$ cat src/rtl/mcu_io_pkg.sv
// Shared types and default port IDs for MCU I/O-port peripherals.
// Used by the fade ramp and any other port-mapped slave.
package mcu_io_pkg;

    typedef logic [7:0] level_t;

    typedef enum logic [1:0] {
        IDLE = 2'd0,
        UP   = 2'd1,
        DOWN = 2'd2
    } fade_state_t;

    localparam logic [7:0] ADDR_LED_TARGET = 8'h40;
    localparam logic [7:0] ADDR_LED_RATE   = 8'h41;

endpackage

$ cat src/rtl/tick_gen.sv
// Free-running prescaler: one-cycle tick every PRESCALE clocks.
// A synchronous clear restarts the count from zero.
module tick_gen #(
    parameter int PRESCALE = 50000
) (
    input  logic CLK,
    input  logic RST_N,
    input  logic clear,
    output logic tick
);

    localparam int W = (PRESCALE > 1) ? $clog2(PRESCALE) : 1;
    localparam logic [W-1:0] LAST = W'(PRESCALE - 1);

    logic [W-1:0] cnt_q;
    logic [W-1:0] cnt_d;

    assign tick = (cnt_q == LAST);

    always_comb begin
        cnt_d = cnt_q + W'(1);
        if (clear || tick) cnt_d = '0;
    end

    always_ff @(posedge CLK or negedge RST_N) begin
        if (!RST_N) cnt_q <= '0;
        else        cnt_q <= cnt_d;
    end

endmodule

$ cat src/rtl/rgb_fade_ramp.sv
// Per-channel brightness ramp: walks LED_LEVEL one LSB at a time
// toward an MCU-written target at a programmable tick rate.
module rgb_fade_ramp
    import mcu_io_pkg::*;
#(
    parameter logic [7:0] ADDR_TARGET = ADDR_LED_TARGET,
    parameter logic [7:0] ADDR_RATE   = ADDR_LED_RATE,
    parameter int         PRESCALE    = 50000,
    parameter logic [7:0] RATE_RESET  = 8'h10
) (
    input  logic       CLK,
    input  logic       RST_N,
    input  logic [7:0] PORT_ID,
    input  logic [7:0] OUT_PORT,
    input  logic       IO_STRB,
    output logic [7:0] LED_LEVEL,
    output logic       BUSY,
    output logic       DONE
);

    fade_state_t state_q, state_d;
    level_t      level_q, level_d;
    level_t      target_q, target_d;
    logic [7:0]  rate_q, rate_d;
    logic [7:0]  timer_q, timer_d;
    logic        done_q, done_d;
    logic        wr_tgt, wr_rate, tick;
    level_t      step_lvl;

    assign wr_tgt  = IO_STRB && (PORT_ID == ADDR_TARGET);
    assign wr_rate = IO_STRB && (PORT_ID == ADDR_RATE) && !wr_tgt;

    tick_gen #(.PRESCALE(PRESCALE)) u_tick (
        .CLK   (CLK),
        .RST_N (RST_N),
        .clear (wr_tgt),
        .tick  (tick)
    );

    // State guarantees level is strictly on the correct side of target.
    assign step_lvl = (state_q == UP) ? level_q + 8'd1 : level_q - 8'd1;

    always_comb begin
        state_d  = state_q;
        level_d  = level_q;
        target_d = target_q;
        rate_d   = rate_q;
        timer_d  = timer_q;
        done_d   = 1'b0;
        if (wr_tgt) begin
            target_d = OUT_PORT;
            timer_d  = '0;
            if (rate_q == 8'd0 || OUT_PORT == level_q) begin
                level_d = OUT_PORT;
                state_d = IDLE;
                done_d  = 1'b1;
            end else if (OUT_PORT > level_q) begin
                state_d = UP;
            end else begin
                state_d = DOWN;
            end
        end else begin
            if (wr_rate) rate_d = OUT_PORT;
            if (state_q != IDLE && tick) begin
                if (rate_q == 8'd0) begin
                    level_d = target_q;
                    timer_d = '0;
                    state_d = IDLE;
                    done_d  = 1'b1;
                end else if (timer_q >= rate_q - 8'd1) begin
                    timer_d = '0;
                    level_d = step_lvl;
                    if (step_lvl == target_q) begin
                        state_d = IDLE;
                        done_d  = 1'b1;
                    end
                end else begin
                    timer_d = timer_q + 8'd1;
                end
            end
        end
    end

    always_ff @(posedge CLK or negedge RST_N) begin
        if (!RST_N) begin
            state_q  <= IDLE;
            level_q  <= '0;
            target_q <= '0;
            rate_q   <= RATE_RESET;
            timer_q  <= '0;
            done_q   <= 1'b0;
        end else begin
            state_q  <= state_d;
            level_q  <= level_d;
            target_q <= target_d;
            rate_q   <= rate_d;
            timer_q  <= timer_d;
            done_q   <= done_d;
        end
    end

    assign LED_LEVEL = level_q;
    assign BUSY      = (state_q != IDLE);
    assign DONE      = done_q;

endmodule

$ cat config.mk
export PLATFORM = sky130hd
export DESIGN_NAME = rgb_fade_ramp
export DESIGN_NICKNAME = d
export VERILOG_FILES = /design/src/rtl/mcu_io_pkg.sv /design/src/rtl/tick_gen.sv /design/src/rtl/rgb_fade_ramp.sv
export SDC_FILE = /design/constraint.sdc
export NUM_CORES = 1
export LEC_CHECK = 0
export ABC_AREA = 1
export CAP_MARGIN = 5
export CORE_MARGIN = 8
export CORE_UTILIZATION = 40
export DETAILED_ROUTE_END_ITERATION = 6
export GPL_ROUTABILITY_DRIVEN = 0
export GPL_TIMING_DRIVEN = 0
export PLACE_DENSITY = 0.55
export SETUP_SLACK_MARGIN = 0.02
export SLEW_MARGIN = 0
export SYNTH_ARGS = -nofsm -noshare
export SYNTH_HDL_FRONTEND = slang
export SYNTH_SLANG_ARGS = --single-unit
export TNS_END_PERCENT = 10
$ cat constraint.sdc
create_clock -name CLK -period 3.1 [get_ports CLK]
set_input_delay 0.62 -clock CLK [delete_from_list [all_inputs] [get_ports CLK]]
set_output_delay 0.62 -clock CLK [all_outputs]
set_load 0.005 [all_outputs]
; After elaboration in Yosys (flattened, before gate mapping)
; Cells that the tools add are included.
; W data, S select, Z words.
[totals]
ff_bits = 51
latchBits = 0
ramBits = 0
rom_bits = 0
out_inout_bits = 10
n_memories = 0
[op_classes]
n_addsub = 5
n_mul = 0
div = 0
magnitude_cmp = 2
eq_ne = 7
shift = 0
mux = 24
n_bitwise = 1
n_reduce_logical = 15
[op_table]
columns = operator, count
row1 = $mux W8, 10
row2 = $add A16 B1 Y16 const B, 1
row3 = $add A8 B1 Y8 const B, 2
row4 = $eq A16 B16 Y1 const B, 1
row5 = $eq A8 B7 Y1 const B, 2
row6 = $eq A8 B8 Y1, 2
row7 = $mux W16, 1
row8 = $sub A8 B1 Y8 const B, 2
row9 = $mux W2, 7
row10 = $ge A8 B8 Y1, 1
row11 = $gt A8 B8 Y1, 1
row12 = $logic_not A8 Y1, 1
row13 = $mux W1, 6
row14 = $reduce_and A3 Y1, 2
row15 = $reduce_bool A3 Y1, 2
row16 = $logic_and A1 B1 Y1, 4
row17 = $reduce_bool A2 Y1, 2
row18 = $eq A2 B1 Y1 const B, 1
row19 = $logic_or A1 B1 Y1, 2
row20 = $ne A2 B2 Y1 const B, 1
row21 = $reduce_and A2 Y1, 1
row22 = $logic_not A1 Y1, 1
row23 = $not A1 Y1, 1

; Logic depth before layout (Yosys ltp)
; Gate-level depths: netlist of the first run.
[logic_depth]
depth_word = 8
ltp_mapped = 19
depth_no_buf = 19

; By module
; Synthesis of the first run repeated with hierarchy kept, for this count alone.
[unflattened]
cells_unflattened = 516
hier_area_um2 = 3728.6
[by_module_without_submodules]
columns = module, n_inst, cells_per_inst, area_per_inst_um2, seq_area_each_um2
row1 = rgb_fade_ramp, 1, 393, 2767.7, 877.1
row2 = tick_gen, 1, 123, 960.9, 400.4

; Worst setup path after synthesis of the first run
; Ideal clock, no wire load.
[synth_path]
path_kind = reg2reg
start = register rate_q[5]
end = register level_q[2], in the netlist LED_LEVEL[2]
setup_time_ns = 0.118
t_arrival_ns = 2.195
t_required_ns = 2.982
slack_ns = 0.787
path_stages_with_launch = 15
n_path_buf = 1
cell_sequence = dfrtp_1 or2_4 nor4_1 xnor2_1 ha_1 a21oi_1 o21a_1 nand3_1 nor2_2 nand2_2 nand2_4 clkinv_4 buf_12 nand2_2 o21ai_2
[synth_via]
elab_chain_cells = 4
[synth_lines]
columns = item, line_no
row1 = start: declaration, rgb_fade_ramp.sv:24  ; logic [7:0] rate_q, rate_d;
row2 = start signal: assignment, rgb_fade_ramp.sv:96  ; rate_q <= rate_d;
row3 = $sub A8 B1 Y8 or $logic_not A8 Y1 (tied branches), "rgb_fade_ramp.sv:70, rgb_fade_ramp.sv:53, rgb_fade_ramp.sv:65"
row4 = "$ge A8 B8 Y1, or another cell as far along", rgb_fade_ramp.sv:70  ; end else if (timer_q >= rate_q - 8'd1) begin
row5 = "$reduce_bool A3 Y1 (no line), or another cell as far along", n/a
row6 = $reduce_and A3 Y1 (no line) or $mux W8 (tied branches), n/a
row7 = end signal: assignment, rgb_fade_ramp.sv:94  ; level_q <= level_d;
row8 = end: declaration, rgb_fade_ramp.sv:22  ; level_t level_q, level_d;
; Parallel ways exist; a longest one is shown, timed or not. The select of a mux whose other input is x is not followed.
; A chain may end at the register's enable or synchronous reset.

; Worst setup path in the final report of the first run
[layout_path]
start = register rate_q[5]
end = register level_q[0], in the netlist LED_LEVEL[0]
; The elaborated chain is that of the path after synthesis.

==> metrics.md, run 1 <==
| Metric | Value |
|---|---|
| Number of flops mapped to enable cells by yosys | 0 |
| First-pass GRT wire length | 14100 µm |
| Result of the run | completed |
| Effective utilization at floorplan | 41.0% |
| Reg clk slew, reported paths | 0.10 ns |
| Quantity of gates resized following cts | 0 |
| Number of vias after detailed routing | 3035 |
| H-tree lvl count | 2 |
| Number of antenna violations at the first check in global routing | 0 |
| Clk sink count | 51 |
| Final design instance area without fill | 4080 µm² |
| Share of synthesized area occupied by flip-flops and latches | between 30% and 40% |
| Met3 wire len | 381 µm |
| Unique cell type count in the Yosys netlist | 39 |
| Nets@finish | about 550 |
| Worst Reg-to-Reg Cells | 13 |
| Cell area after synthesis | 3560 µm² |
| Avg WL per Cell | 13.6 µm |
| Post-synthesis xor/xnor area fraction | about 4.7% |
| Synthesized netlist net count | between 500 and 600 |
| Number of I/O pins | 29 |
| Die extent in y | about 110 µm |
| Area enclosed by the die boundary | 12200 µm² |
| RSZ-0062 raised after global routing | no |
| Slew headroom | 60.9% |
| Standard cell area after detailed placement | 3990 µm² |
| Data arrival time of the critical path | approximately 2.9 ns |
| DR WL met2 | 3690 µm |
| Synthesized instance count | 469 |
| CTS buffer count | 5 |
| Hold_buf cts | 0 |
| GRT overflow | 0 |
| Total of warnings raised by yosys | 0 |
| Number of violations of the max-capacitance limit | 0 |
| Power per cell area | roughly 370 nW/µm² |
| Routed via count divided by cell count | 4.94 |
| Highest Signal Layer | met4 |
| Count of buffers from port buffering | 28 |
| Type of the worst setup path | reg -> reg |
| Cell total after placement | just over 600 |
| Layout cell share with drive strength beyond 1 | 8.50% |
| Endpoints failing hold | 0 |
| Clock tree from TritonCTS | yes |
| Total Routing Usage GR | between 10 and 15% |
| Max-slew violation total from the final report | 0 |
| DR DRC count | 0 |
| Top FF cell, synth | sky130_fd_sc_hd__dfrtp_1 |
| Setup bufs post-CTS | 0 |
| Highest achievable clock rate | 383 MHz |
| Routed met1 length | 4250 µm |
| Largest family of logic cells by synthesized area | simple AND/OR/NAND/NOR gates |
| Pre-antenna DRT Iters | 5 |
| Slew of the pin with the lowest slew margin | 0.586 ns |
| Estimated wirelength of the detail-placed design | 6600 µm |
| Share of the core filled with cells | between 40% and 50% |
| Post-Syn Area per Cell | 7.59 µm² |
| Max VDD drop | roughly 0.00018 V |
| Class of the tightest hold or removal check | in -> async |
| Leakage | 2.01 nW |
| Largest net degree at the start of global routing | 29 |
| Core region area | 8680 µm² |
| Endpoint type of the worst setup path | register |
| Critical Path RT | 3.34 ns |
| Power, Total | 0.00153 W |
| Area overhead of the layout relative to synthesis | 14.7% |
| Antenna Diode Count | 0 |
| Final routed wirelength across all metal layers | 8370 µm |
| Worst skew pair latency | 0.32 ns |
| Synth Area in Simple Gates | 29.3% |
| Kind of start point of the critical path | register |
| Largest buffer count on any clock path | 2 |
| Antenna-violating nets left | 0 |
| Synthesized-area fraction occupied by adder cells | 10.1% |
| Setup Skew | 0.0121 ns |
| Non-filler instance count after layout | 614 |
| Width of the chip | 110 µm |
| Initial DRC count | 89 |
| Root Buffer | sky130_fd_sc_hd__clkbuf_8 |
| Mux cell area share after synthesis | 0.633% |
| Number of global-route vias before repair | approximately 3000 |
| Fin crit period | approximately 2.6 ns |
| Final sum of negative setup slack | 0 ns |
| Fraction of the mapped netlist area in compound gates | 10.8% |
| Proportion of register bits with asynchronous set or reset after synthesis | 100% |
| Synth Register Bits | 51 |
| Number of failing setup endpoints in the final timing report | 0 |
| Std cell rows | 34 |
| Final worst path period share | 84.2% |
| Largest driver fanout on the critical path | 10 |
[cell type report]
cell class                      count  area [µm²]
Sequential cell                    51        1280
Tap cell                          108         135
Inverter                           66         253
Clock buffer                        7        86.3
Multi-Input combinational cell    345        1970
Buffer                              7        55.1
Timing Repair Buffer               29         295
Fill cell                         864        4600
Clock inverter                      1        5.00
[cell usage after synthesis (5+ instances only)]
master,number,share of area [%]
sky130_fd_sc_hd__inv_1,63,6.6
sky130_fd_sc_hd__nand4_1,7,1.2
sky130_fd_sc_hd__ha_1,27,9.5
sky130_fd_sc_hd__o21ai_2,5,1.2
sky130_fd_sc_hd__xnor2_1,5,1.2
sky130_fd_sc_hd__nand2_2,5,0.88
sky130_fd_sc_hd__xor2_1,14,3.4
sky130_fd_sc_hd__nand3_1,33,4.6
sky130_fd_sc_hd__a21oi_1,19,2.7
sky130_fd_sc_hd__nand3b_1,6,1.3
sky130_fd_sc_hd__nor2_1,38,4.0
sky130_fd_sc_hd__o21ai_0,38,5.3
sky130_fd_sc_hd__nand2_1,115,12
sky130_fd_sc_hd__dfrtp_1,50,35
[placed cells by master, fill, tap and decap left out, drive strengths merged, types with 2 or more instances in the layout]
master	instances
clkbuf	8
nand3b	6
inv	65
a21oi	19
o22ai	2
xor2	14
or2	2
nor3b	4
clkinv	2
dfrtp	50
nand3	34
nand2	121
mux2	2
o21ai	44
xnor2	5
clkdlybuf4s50	27
nand4	7
nor4	3
o21a	3
ha	27
nor3	8
nor2	41
buf	8
[through the flow]
| stage | setup WS [ns] | hold slack (ns) |
|---|---|---|
| final | 0.489 | 0.300 |
| after global routing | 0.234 | 0.326 |
| after CTS | 0.445 | 0.312 |
| after detailed placement | 0.466 | 0.453 |
| after global placement | -0.235 | 0.450 |
| after floorplan | 0.787 | 0.324 |
[final timing paths]
| check | startpoint | endpoint | slack [ns] |
|---|---|---|---|
| max | rate_q[5] | LED_LEVEL[0] | 0.49 |
| min | RST_N | LED_LEVEL[7] | 0.30 |
| max reg2reg | rate_q[5] | LED_LEVEL[0] | 0.49 |
| min reg2reg | u_tick.cnt_q[0] | u_tick.cnt_q[0] | 0.46 |
| max in group asynchronous | RST_N | u_tick.cnt_q[12] | 2.24 |
| min in group CLK | u_tick.cnt_q[0] | u_tick.cnt_q[0] | 0.46 |
[registers in the layout, summed over array words and instances (netlist names)]
| signal | cells |
|---|---|
| u_tick.cnt_q | 16 |
| LED_LEVEL | 8 |
| rate_q | 8 |
| target_q | 8 |
| timer_q | 8 |
| state_q | 2 |
| DONE | 1 |
[worst max-delay path: stages (launching register included)]
cell and delay, ns:
sky130_fd_sc_hd__dfrtp_1 0.41, sky130_fd_sc_hd__or2_4 0.26, sky130_fd_sc_hd__nor4_1 0.31, sky130_fd_sc_hd__xnor2_1 0.17, sky130_fd_sc_hd__ha_1 0.26, sky130_fd_sc_hd__a21oi_1 0.16
sky130_fd_sc_hd__o21a_1 0.15, sky130_fd_sc_hd__nand3_1 0.11, sky130_fd_sc_hd__nor2_2 0.14, sky130_fd_sc_hd__nand2_2 0.08, sky130_fd_sc_hd__nand2_4 0.10, sky130_fd_sc_hd__clkinv_4 0.09
sky130_fd_sc_hd__buf_12 0.15, sky130_fd_sc_hd__o21ai_0 0.15
[where the power goes]
group / switching [W] / internal [W] / total, W
Combinational: 0.000208 / 0.000146 / 0.000354
Clock: 0.000226 / 0.000181 / 0.000407
Sequential: 0.0000420 / 0.000722 / 0.000764
[cell families after synthesis]
logic type / after synthesis
AND/OR/NAND/NOR: 226
AO/OA/AOI/OAI: 70
adder cells (fa/ha/maj): 28
flip-flops: 51
XOR/XNOR: 19
multiplexers: 2
buffers and inverters: 73
[metal layers]
| metal | global-route usage (%) | up-vias |
|---|---|---|
| li1 | - | 1594 |
| met1 | 20.8 | 1398 |
| met2 | 22.7 | 39 |
| met3 | 2.56 | 4 |
| met4 | 2.28 | 0 |
| met5 | 0 | - |
(Power assumes the default switching activity.)
==> inputs of run 2 (changes only) <==
==> constraint.sdc (replaced) <==
create_clock -name CLK -period 2.6 [get_ports CLK]
set_input_delay 0.52 -clock CLK [delete_from_list [all_inputs] [get_ports CLK]]
set_output_delay 0.52 -clock CLK [all_outputs]
set_load 0.005 [all_outputs]
==> run 2 against run 1 <==
Clock skew shrank 0.00099 ns. Via count grew 0.99%. Global-route usage grew 0.061 points. Clock-buffer cell count is the same. Flip-flop and latch count is the same. Final area grew 3.2%. Wire length grew 1.9%. Critical path type unchanged. Highest routed layer unchanged.
==> metrics.md, run 2 (synthesis results as in run 1) <==
| Metric | Value |
|---|---|
| Result of the run | completed |
| Register area | roughly 1300 µm² |
| Register share of total power | 49.9% |
| Filler cells | 863 |
| Antenna Diode Count | 0 |
| Pre-antenna DRT Iters | 5 |
| Slew of the pin with the lowest slew margin | 0.582 ns |
| Hold_buf cts | 0 |
| Number of violations of the max-capacitance limit | 0 |
| Class of the tightest hold or removal check | in -> async |
| Most frequent standard cell in the layout excluding fill and tap cells | sky130_fd_sc_hd__nand2_1 |
| Switching portion of total power | 31.4% |
| Endpoint type of the worst setup path | register |
| Data arrival time of the critical path | approximately 2.7 ns |
| Net switching power | around 0.00058 W |
| Root Buffer | sky130_fd_sc_hd__clkbuf_8 |
| Effective utilization at floorplan | 41.0% |
| Std cell rows | 34 |
| RSZ-0062 raised after global routing | yes |
| Initial DRC count | between 70 and 80 |
| Leading cell types in the layout, fill and taps excluded | sky130_fd_sc_hd__nand2_1, sky130_fd_sc_hd__inv_1, sky130_fd_sc_hd__dfrtp_1 |
| Nets@finish | 556 |
| Smallest hold slack | 0.197 ns |
| H-tree lvl count | 2 |
| Number of I/O pins | 29 |
| Power, Total | between 0.0015 and 0.002 W |
| Worst r2r dst | LED_LEVEL[4] |
| Worst path slowest cell | sky130_fd_sc_hd__dfrtp_1 |
| Core region area | 8680 µm² |
| Avg WL per Cell | 13.8 µm |
| Number of antenna violations at the first check in global routing | 0 |
| Antenna-violating nets left | 0 |
| DR DRC count | 0 |
| Layout cell share with drive strength beyond 1 | 12.9% |
| Number of flip-flops under the largest register name | 16 |
| Internal Dissipation | about 0.0013 W |
| Critical Path RT | approximately 2.8 ns |
| First-pass GRT wire length | ~14000 µm |
| Routed via count divided by cell count | about 5 |
| Clock group share of total power | 26.4% |
| Worst skew pair latency | approximately 0.32 ns |
| Fin crit period | 2.45 ns |
| Number of failing setup endpoints in the final timing report | 0 |
| Worst Reg-to-Reg Cells | 15 |
| Clock tree from TritonCTS | yes |
| Setup ws final | 0.153 ns |
| GRT overflow | 0 |
| Largest buffer count on any clock path | 2 |
| Area enclosed by the die boundary | 12200 µm² |
| Setup Skew | approximately 0.011 ns |
| Area of the multi-input gates | around 2100 µm² |
| Largest net degree at the start of global routing | 29 |
| Slack of the worst reg-to-reg path | between 0.15 and 0.2 ns |
| Reg-to-reg critical path startpoint | rate_q[2] |
| Largest Register | u_tick.cnt_q |
| Total Routing Usage GR | 14.6% |
| Kind of start point of the critical path | register |
| Pre-CTS WS | -0.0336 ns |
| Die extent in y | 110 µm |
| Endpoints failing hold | 0 |
| Crit path cell chain | inv_2, nand3_4, nor4_4, xnor2_1, ha_1, a21oi_2, o21a_1, nand3_2, nor2_4, nand2_2, nand2_4, inv_8, buf_12, nand2_4, o21ai_2 |
| Max-slew violation total from the final report | 0 |
| Combinational share of power | between 20% and 30% |
| Number of global-route vias before repair | 2940 |
| Clk sink count | 51 |
| CTS buffer count | 5 |
| Final sum of negative setup slack | 0 ns |
| Area overhead of the layout relative to synthesis | 18.3% |
| Width of the chip | ~110 µm |
| Cell with the most instances on the worst path | sky130_fd_sc_hd__nand2_4 |
| Type of the worst setup path | reg -> reg |
| Final worst path period share | 94.1% |
| Highest achievable clock rate | 409 MHz |
| Leakage | 2.05 nW |
| Worst stage delay on the critical path | 0.45 ns |
| Number of vias after detailed routing | between 3000 and 4000 |
| Count of buffers from port buffering | 28 |
| Largest driver fanout on the critical path | 10 |
| Max VDD drop | 0.000215 V |
| Slew headroom | 61.2% |
| Reg clk slew, reported paths | ~0.1 ns |
| Final routed wirelength across all metal layers | 8530 µm |
| Estimated wirelength of the detail-placed design | 6600 µm |
| Power per cell area | 435 nW/µm² |
==> run 2: changes by cell type in the layout (fill, tap and decap cells not counted), sizes merged <==
cell / delta
buf: +4
clkinv: -1
inv: +1
==> run 2: timing repair <==
action                                  CTS  global route
pin swaps                                 0            10
endpoints found under the setup margin    7            19
resized for setup                         1            29
buffers inserted                          0             4
==> run 2: worst max path at each step <==
stage | start | end | slack (ns) | cells past startpoint
floorplan | rate_q[5] | LED_LEVEL[2] | 0.29 | 14
global placement | RST_N | target_q[2] | -0.63 | 1
detailed placement | rate_q[5] | LED_LEVEL[0] | -0.03 | 13
CTS | rate_q[5] | LED_LEVEL[0] | 0.02 | 13
global route | rate_q[0] | LED_LEVEL[4] | -0.04 | 15
finish | rate_q[2] | LED_LEVEL[4] | 0.15 | 15
==> run 2: power groups by stage <==
stage,registers [W],logic [W],clock network [W]
2_1_floorplan,0.000917,0.000309,0
3_3_place_gp,0.000926,0.000407,0
6_report,0.000914,0.000435,0.000484
4_1_cts,0.000912,0.000422,0.000504
3_5_place_dp,0.000925,0.000421,0
5_1_grt,0.000924,0.000494,0.000530
==> run 2: layout make-up <==
cell class              instances  share of cell area (%)
clock buffers                   7                    2.05
plain buffers                   7                    1.31
inverters                      66                    6.06
repair buffers                 33                    7.72
flip-flops and latches         51                    30.4
multi-input cells             345                    49.1
clock inverters                 1                   0.119
well taps                     108                    3.21
==> run 2: worst max-delay path: cells and delay by family (launching register included) <==
kind	cells	cell delay [ns]
and+or+nand+nor	7	0.80
DFF	1	0.45
adders and majority gates	1	0.34
AOI/OAI and AO/OA	3	0.33
buffers and inverters	3	0.30
xor gates and xnor gates	1	0.11
==> run 2: metrics by stage <==
stage                     utilization (%)  instance area, µm²  cells
after global placement               45.8                3980    605
final                                48.5                4210    618
after floorplan                         -                3560    469
after CTS                            47.1                4090    614
after detailed placement             46.0                3990    606
after global routing                 48.5                4210    618
==> run 2: routing by layer <==
layer | wire, µm | track usage, %
met4 | 44 | 2.28
met1 | 4310 | 20.8
met3 | 329 | 2.56
met2 | 3840 | 22.9
met5 | 0 | 0
==> inputs of run 3 (changes only) <==
--- a/config.mk
+++ b/config.mk
@@ -9,6 +9,7 @@
 export CAP_MARGIN = 5
 export CORE_MARGIN = 8
 export CORE_UTILIZATION = 40
+export CTS_CLUSTER_DIAMETER = 60
 export DETAILED_ROUTE_END_ITERATION = 6
 export GPL_ROUTABILITY_DRIVEN = 0
 export GPL_TIMING_DRIVEN = 0
@@ -17,5 +18,6 @@
 export SLEW_MARGIN = 0
 export SYNTH_ARGS = -nofsm -noshare
 export SYNTH_HDL_FRONTEND = slang
+export SYNTH_HIERARCHICAL = 1
 export SYNTH_SLANG_ARGS = --single-unit
 export TNS_END_PERCENT = 10
==> run 3 against run 2 <==
Core utilization rose by 0.12 points. Cell count rose by 8.7%. Non-clock buffer count rose by 3. Wire length rose by 11%. Largest cell class unchanged. Largest power group unchanged.
==> metrics.md, run 3 <==
| Metric | Value |
|---|---|
| Result of the run | completed |
| Largest net degree at the start of global routing | 38 |
| Power, Total | 0.00192 W |
| Cell taking the most area after synthesis | sky130_fd_sc_hd__dfrtp_1 |
| Number of global-route vias before repair | between 3000 and 4000 |
| Count leader, synth | sky130_fd_sc_hd__nand2_1 |
| Final routed wirelength across all metal layers | 9440 µm |
| RSZ-0062 raised after global routing | yes |
| Clk sink count | 51 |
| First-pass GRT wire length | 15700 µm |
| Proportion of register bits with asynchronous set or reset after synthesis | 100% |
| Number of antenna violations at the first check in global routing | 0 |
| Leading cell types in the layout, fill and taps excluded | sky130_fd_sc_hd__nand2_1, sky130_fd_sc_hd__inv_1, sky130_fd_sc_hd__dfrtp_1 |
| Synthesized instance count | 516 |
| Reg clk slew, reported paths | 0.10 ns |
| Share of synthesized area occupied by flip-flops and latches | 34.3% |
| Largest buffer count on any clock path | 2 |
| Number of flops mapped to enable cells by yosys | 0 |
| Area overhead of the layout relative to synthesis | 19.4% |
| Slew headroom | 61.5% |
| Width of the chip | 113 µm |
| Number of vias after detailed routing | 3395 |
| Die extent in y | 113 µm |
| Cell area after synthesis | about 3700 µm² |
| Avg WL per Cell | 14.0 µm |
| Post-Syn Area per Cell | around 7.2 µm² |
| Std cell rows | 35 |
| Synth Register Bits | 51 |
| Cell types with the highest counts after synthesis | sky130_fd_sc_hd__nand2_1, sky130_fd_sc_hd__inv_1, sky130_fd_sc_hd__dfrtp_1 |
| Max-slew violation total from the final report | 0 |
| Antenna-violating nets left | 0 |
| Type of the worst setup path | reg -> reg |
| Core region area | 9150 µm² |
| Number of violations of the max-capacitance limit | 0 |
| Top FF cell, synth | sky130_fd_sc_hd__dfrtp_1 |
| Clock tree from TritonCTS | yes |
| Endpoint type of the worst setup path | register |
| Final sum of negative setup slack | 0 ns |
| Total Routing Usage GR | 15.2% |
| Nets@finish | 607 |
| Number of flip-flops under the largest register name | 16 |
| Endpoints failing hold | 0 |
| Setup Skew | 0.00914 ns |
| Slack of the worst reg-to-reg path | 0.13 ns |
| Fin crit period | approximately 2.5 ns |
| Area enclosed by the die boundary | 12700 µm² |
| Highest achievable clock rate | 404 MHz |
| Largest Register | u_tick/cnt_q |
| Worst skew pair latency | about 0.30 ns |
| Max VDD drop | 0.000287 V |
| Count of buffers from port buffering | 28 |
| Critical Path RT | 2.82 ns |
| Number of I/O pins | 29 |
| Data arrival time of the critical path | 2.70 ns |
| Top area cells in the synthesized netlist | sky130_fd_sc_hd__dfrtp_1, sky130_fd_sc_hd__nand2_1, sky130_fd_sc_hd__ha_1 |
| Antenna Diode Count | 0 |
| Hold_buf cts | 0 |
| DR DRC count | 0 |
| Unique cell type count in the Yosys netlist | 39 |
| CTS buffer count | 5 |
| Routed via count divided by cell count | 5.05 |
| Estimated wirelength of the detail-placed design | 7200 µm |
| Class of the tightest hold or removal check | in -> async |
| Pre-antenna DRT Iters | 6 |
| Most frequent standard cell in the layout excluding fill and tap cells | sky130_fd_sc_hd__nand2_1 |
| Fraction of post-synthesis cell area in the top cell type by area | 33.6% |
| Synthesized netlist net count | around 560 |
| Effective utilization at floorplan | 40.7% |
| Leakage | 2.18 nW |
| Layout cell share with drive strength beyond 1 | 13.7% |
| Number of failing setup endpoints in the final timing report | 0 |
| GRT overflow | 0 |
| Initial DRC count | approximately 250 |
| Final worst path period share | 95.1% |
| Power per cell area | about 430 nW/µm² |
| Total of warnings raised by yosys | 6 |
| H-tree lvl count | 2 |
| Kind of start point of the critical path | register |
| Largest driver fanout on the critical path | 5 |
| Root Buffer | sky130_fd_sc_hd__clkbuf_8 |
| Smallest hold slack | 0.121 ns |
| Filler cells | 958 |
| Slew of the pin with the lowest slew margin | approximately 0.57 ns |
==> run 3: cell families (layout without fill, tap and decap cells) <==
logic type,after synthesis,after routing,share of synthesized area [%]
mux,1,1,0.302
compound gates,56,57,8.36
flops,51,51,34.3
fa+ha+maj,28,28,9.60
buf+inv,83,127,9.03
simple gates,279,279,34.2
xor+xnor,18,18,4.23
==> run 3: what timing repair did <==
action | in CTS | in global routing
endpoints found under the setup margin | 10 | 15
gates resized for setup | 2 | 23
cloned | 0 | 1
pin swaps | 1 | 10
buffers inserted | 1 | 6
==> run 3: layer usage <==
metal,GRT usage (%),wire length [µm],up-vias
met5,0,0,-
met4,2.43,59,0
met3,2.79,562,6
met2,24.2,4280,72
met1,21.1,4540,1578
li1,-,-,1739
==> run 3: report_power, final <==
group / switching (W) / internal (W)
logic: 0.000300 / 0.000219
clock network: 0.000277 / 0.000189
registers: 0.0000727 / 0.000863
total: 0.000650 / 0.00127
==> run 3: through the flow <==
| step | instance area (µm²) | setup WS [ns] | instances | utilization [%] |
|---|---|---|---|---|
| finish | 4450 | 0.127 | 672 | 48.7 |
| floorplan | 3730 | 0.337 | 516 | - |
| global placement | 4150 | -0.658 | 655 | 45.3 |
| detailed placement | 4160 | -0.135 | 656 | 45.5 |
| CTS | 4280 | 0.0168 | 665 | 46.8 |
| global route | 4450 | -0.0457 | 672 | 48.7 |
==> run 3: worst paths after layout <==
check                                      from         endpoint  cells after the start
worst max-delay path                  rate_q[2]       timer_q[2]                     11
worst min-delay path                      RST_N        rate_q[3]                      1
worst max register to register        rate_q[2]       timer_q[2]                     11
worst min register to register  u_tick/cnt_q[0]  u_tick/cnt_q[0]                      1
max in group asynchronous                 RST_N       state_q[1]                      2
min in group CLK                u_tick/cnt_q[0]  u_tick/cnt_q[0]                      1
==> run 3: critical path, cell delays in order, from the launching register on <==
cell and delay [ns]:
sky130_fd_sc_hd__dfrtp_1 0.41, sky130_fd_sc_hd__inv_1 0.12, sky130_fd_sc_hd__nand3_4 0.11, sky130_fd_sc_hd__nor4_4 0.24
sky130_fd_sc_hd__xnor2_1 0.16, sky130_fd_sc_hd__ha_1 0.27, sky130_fd_sc_hd__a21oi_1 0.21, sky130_fd_sc_hd__o2111ai_2 0.21
sky130_fd_sc_hd__nor2_4 0.27, sky130_fd_sc_hd__nor2_8 0.09, sky130_fd_sc_hd__buf_12 0.14, sky130_fd_sc_hd__nor3_1 0.15
==> run 3: area by class of cell <==
| type | count | area [µm²] | area share (%) |
|---|---|---|---|
| Sequential cell | 51 | 1280 | 28.7 |
| Clock buffer | 6 | 72.6 | 1.63 |
| Timing Repair Buffer | 36 | 373 | 8.37 |
| Multi-Input combinational cell | 383 | 2240 | 50.4 |
| Buffer | 7 | 48.8 | 1.10 |
| Inverter | 76 | 288 | 6.46 |
| Clock inverter | 2 | 12.5 | 0.281 |
| Tap cell | 111 | 139 | 3.12 |
==> variant (settings of run 1) <==
Register the output `LED_LEVEL` once more, with the module's reset; this adds one clock of latency there. The other outputs are not delayed to match.
--- a/src/rtl/rgb_fade_ramp.sv
+++ b/src/rtl/rgb_fade_ramp.sv
@@ -99,7 +99,13 @@
         end
     end
 
-    assign LED_LEVEL = level_q;
+    always_ff @(posedge CLK or negedge RST_N) begin
+        if (!RST_N) begin
+            LED_LEVEL <= '0;
+        end else begin
+            LED_LEVEL <= level_q;
+        end
+    end
     assign BUSY      = (state_q != IDLE);
     assign DONE      = done_q;
 
Function: changed (Yosys sat finds a counterexample within 4 cycles, from zero or initial values and one cycle with RST_N low).
==> variant against run 1 <==
Maximum frequency grew 0.53%. Sequential cell count grew 8. Worst setup slack gained 0.014 ns. Largest cell class unchanged. Critical endpoint is now level_q[7]. Total power grew 39%. Synthesized area grew 7.9%. Routed wire length grew 8.8%. Worst hold slack gained 0.036 ns. Critical path type unchanged. Design area grew 9.9%.
==> variant: results (changes against run 1) <==
first-pass GRT wire length: 15.6 mm (+11%)
vias post-DR: 3336 (+9.9%)
Yosys warning total: 0 (unchanged)
PostCTS Resize Cnt: 0 (unchanged)
P_comb: 0.500 mW (+41%)
pin count of the biggest net entering global routing: 60 (+110%)
Reg with most FFs: u_tick.cnt_q
Cell Area, Placed: 4280 µm² (+7.3%)
TritonCTS Buffers: 9 (+4)
# diodes: 0 (unchanged)
Clock Tree Buf Depth: 2 (unchanged)
worst min path class: input pin to async pin
Filler Cells Inserted: 972 (+13%)
GRT Util Overall: 15.2% (+0.68 points)
max reg flops: 16 (unchanged)
crit path max fanout: 10 (unchanged)
I/O Buffers: 28 (unchanged)
Slew @ Worst Pin: 0.757 ns (+0.171 ns)
DRT Pass-1 Iters: 5 (unchanged)
H-tree depth: 3 (+1)
Switching Share: 32.5% (+1.3 points)
wire length per cell: 13.3 µm (-2.1%)
net count after synthesis: 556 (+7.8%)
Pleak: 2.20 nW (+9.1%)
initial antenna violation count: 0 (unchanged)
Setup Buffers After CTS: 0 (unchanged)
status: complete, no violations
nets: 595 (+7.8%)
fraction of layout instances using a drive strength above 1: 7.59% (-0.90 points)
top post-synthesis cells by area: dfrtp_1 (38%), nand2_1 (14%), ha_1 (8.8%)
dpl hpwl: 7.08 mm (+7.2%)
vias in the first global route: 3172 (+8.4%)
maximum vdd drop: 0.000330 V (+84%)
Synth cell types: 38 (-2.6%)
sequential element share of the synthesized area: 38.5% (+2.6 points)
CP arrival: 2.84 ns (about the same)
Final Skew: 0.00747 ns (-0.00467 ns)
Commonest cells post-synth: nand2_1 (140), inv_1 (71), dfrtp_1 (58)
asr flop ratio synth: 100% (unchanged)
Worst-Skew Late Latency: 0.34 ns (+0.02 ns)
register share of total power: 42.8% (-7.3 points)
CTS root buf: clkbuf_8
DRT iter0 DRCs: 135 (+52%)
Reg clk slew, reported paths: 0.07 ns (-0.03 ns)
variant: cell types whose count changed in the layout (fill, tap and decap cells not counted), sizes merged, moves of 4 or more:
cell    change
buf         -4
nor3        +7
inv         +7
nor3b       -4
dfrtp       +8
o21ai       -6
nand4       +7
clkbuf      +4
nand2      +23
variant: final cells by class:
| cell class | count | area share, % |
|---|---|---|
| plain buffers | 5 | 0.642 |
| clock buffers | 10 | 3.07 |
| clock inverters | 6 | 1.45 |
| inverters | 73 | 6.22 |
| multi-input cells | 372 | 45.9 |
| flip-flops and latches | 59 | 33.0 |
| well taps | 129 | 3.60 |
| repair buffers | 28 | 6.19 |
variant: metal layers:
layer / up-vias / track usage, % / routed length (µm)
met5: - / 0 / 0
met4: 0 / 4.79 / 86
met3: 9 / 4.33 / 472
met2: 68 / 24.8 / 4310
met1: 1520 / 18.9 / 4240
li1: 1739 / - / -
variant: final timing paths:
kind | start | endpoint | slack [ns] | cells after the start
worst min-delay path | RST_N | timer_q[1] | 0.34 | 1
min in group CLK | level_q[1] | LED_LEVEL[1] | 0.43 | 0
max in group asynchronous | RST_N | target_q[5] | 2.25 | 1
worst max register to register | rate_q[2] | level_q[7] | 0.50 | 14
worst min register to register | level_q[1] | LED_LEVEL[1] | 0.43 | 0
worst max-delay path | rate_q[2] | level_q[7] | 0.50 | 14
variant: cell families (layout without fill, tap and decap cells):
| logic type | after synthesis | after routing | synth area share (%) |
|---|---|---|---|
| fa+ha+maj | 28 | 28 | 9.31 |
| compound gates | 65 | 65 | 9.09 |
| xor+xnor | 16 | 16 | 3.65 |
| simple gates | 261 | 261 | 30.9 |
| mux | 2 | 2 | 0.586 |
| flops | 59 | 59 | 38.5 |
| buf+inv | 78 | 122 | 8.01 |
variant: per-stage QoR:
| stage | util, % | hold WS [ns] | cells | total power, mW | setup WS [ns] |
|---|---|---|---|---|---|
| after floorplan | - | 0.324 | 509 | 1.27 | 0.814 |
| after global placement | 46.1 | 0.423 | 666 | 1.42 | -0.634 |
| after detailed placement | 46.1 | 0.418 | 666 | 1.43 | 0.528 |
| after CTS | 48.3 | 0.383 | 682 | 2.16 | 0.469 |
| after global routing | 48.3 | 0.418 | 682 | 2.28 | 0.230 |
| final | 48.3 | 0.337 | 682 | 2.12 | 0.502 |
variant: worst max-delay path, cell delays in order, from the launching register on:
cell	delay, ns
dfrtp_1	0.43
nor2_1	0.10
nand2_1	0.08
nor2_1	0.10
nand2_1	0.09
nor3_1	0.18
xnor2_1	0.15
ha_1	0.26
a21oi_1	0.16
o21a_1	0.13
nand3_1	0.15
nor3_4	0.25
a21oi_4	0.09
buf_6	0.15
o21ai_0	0.18
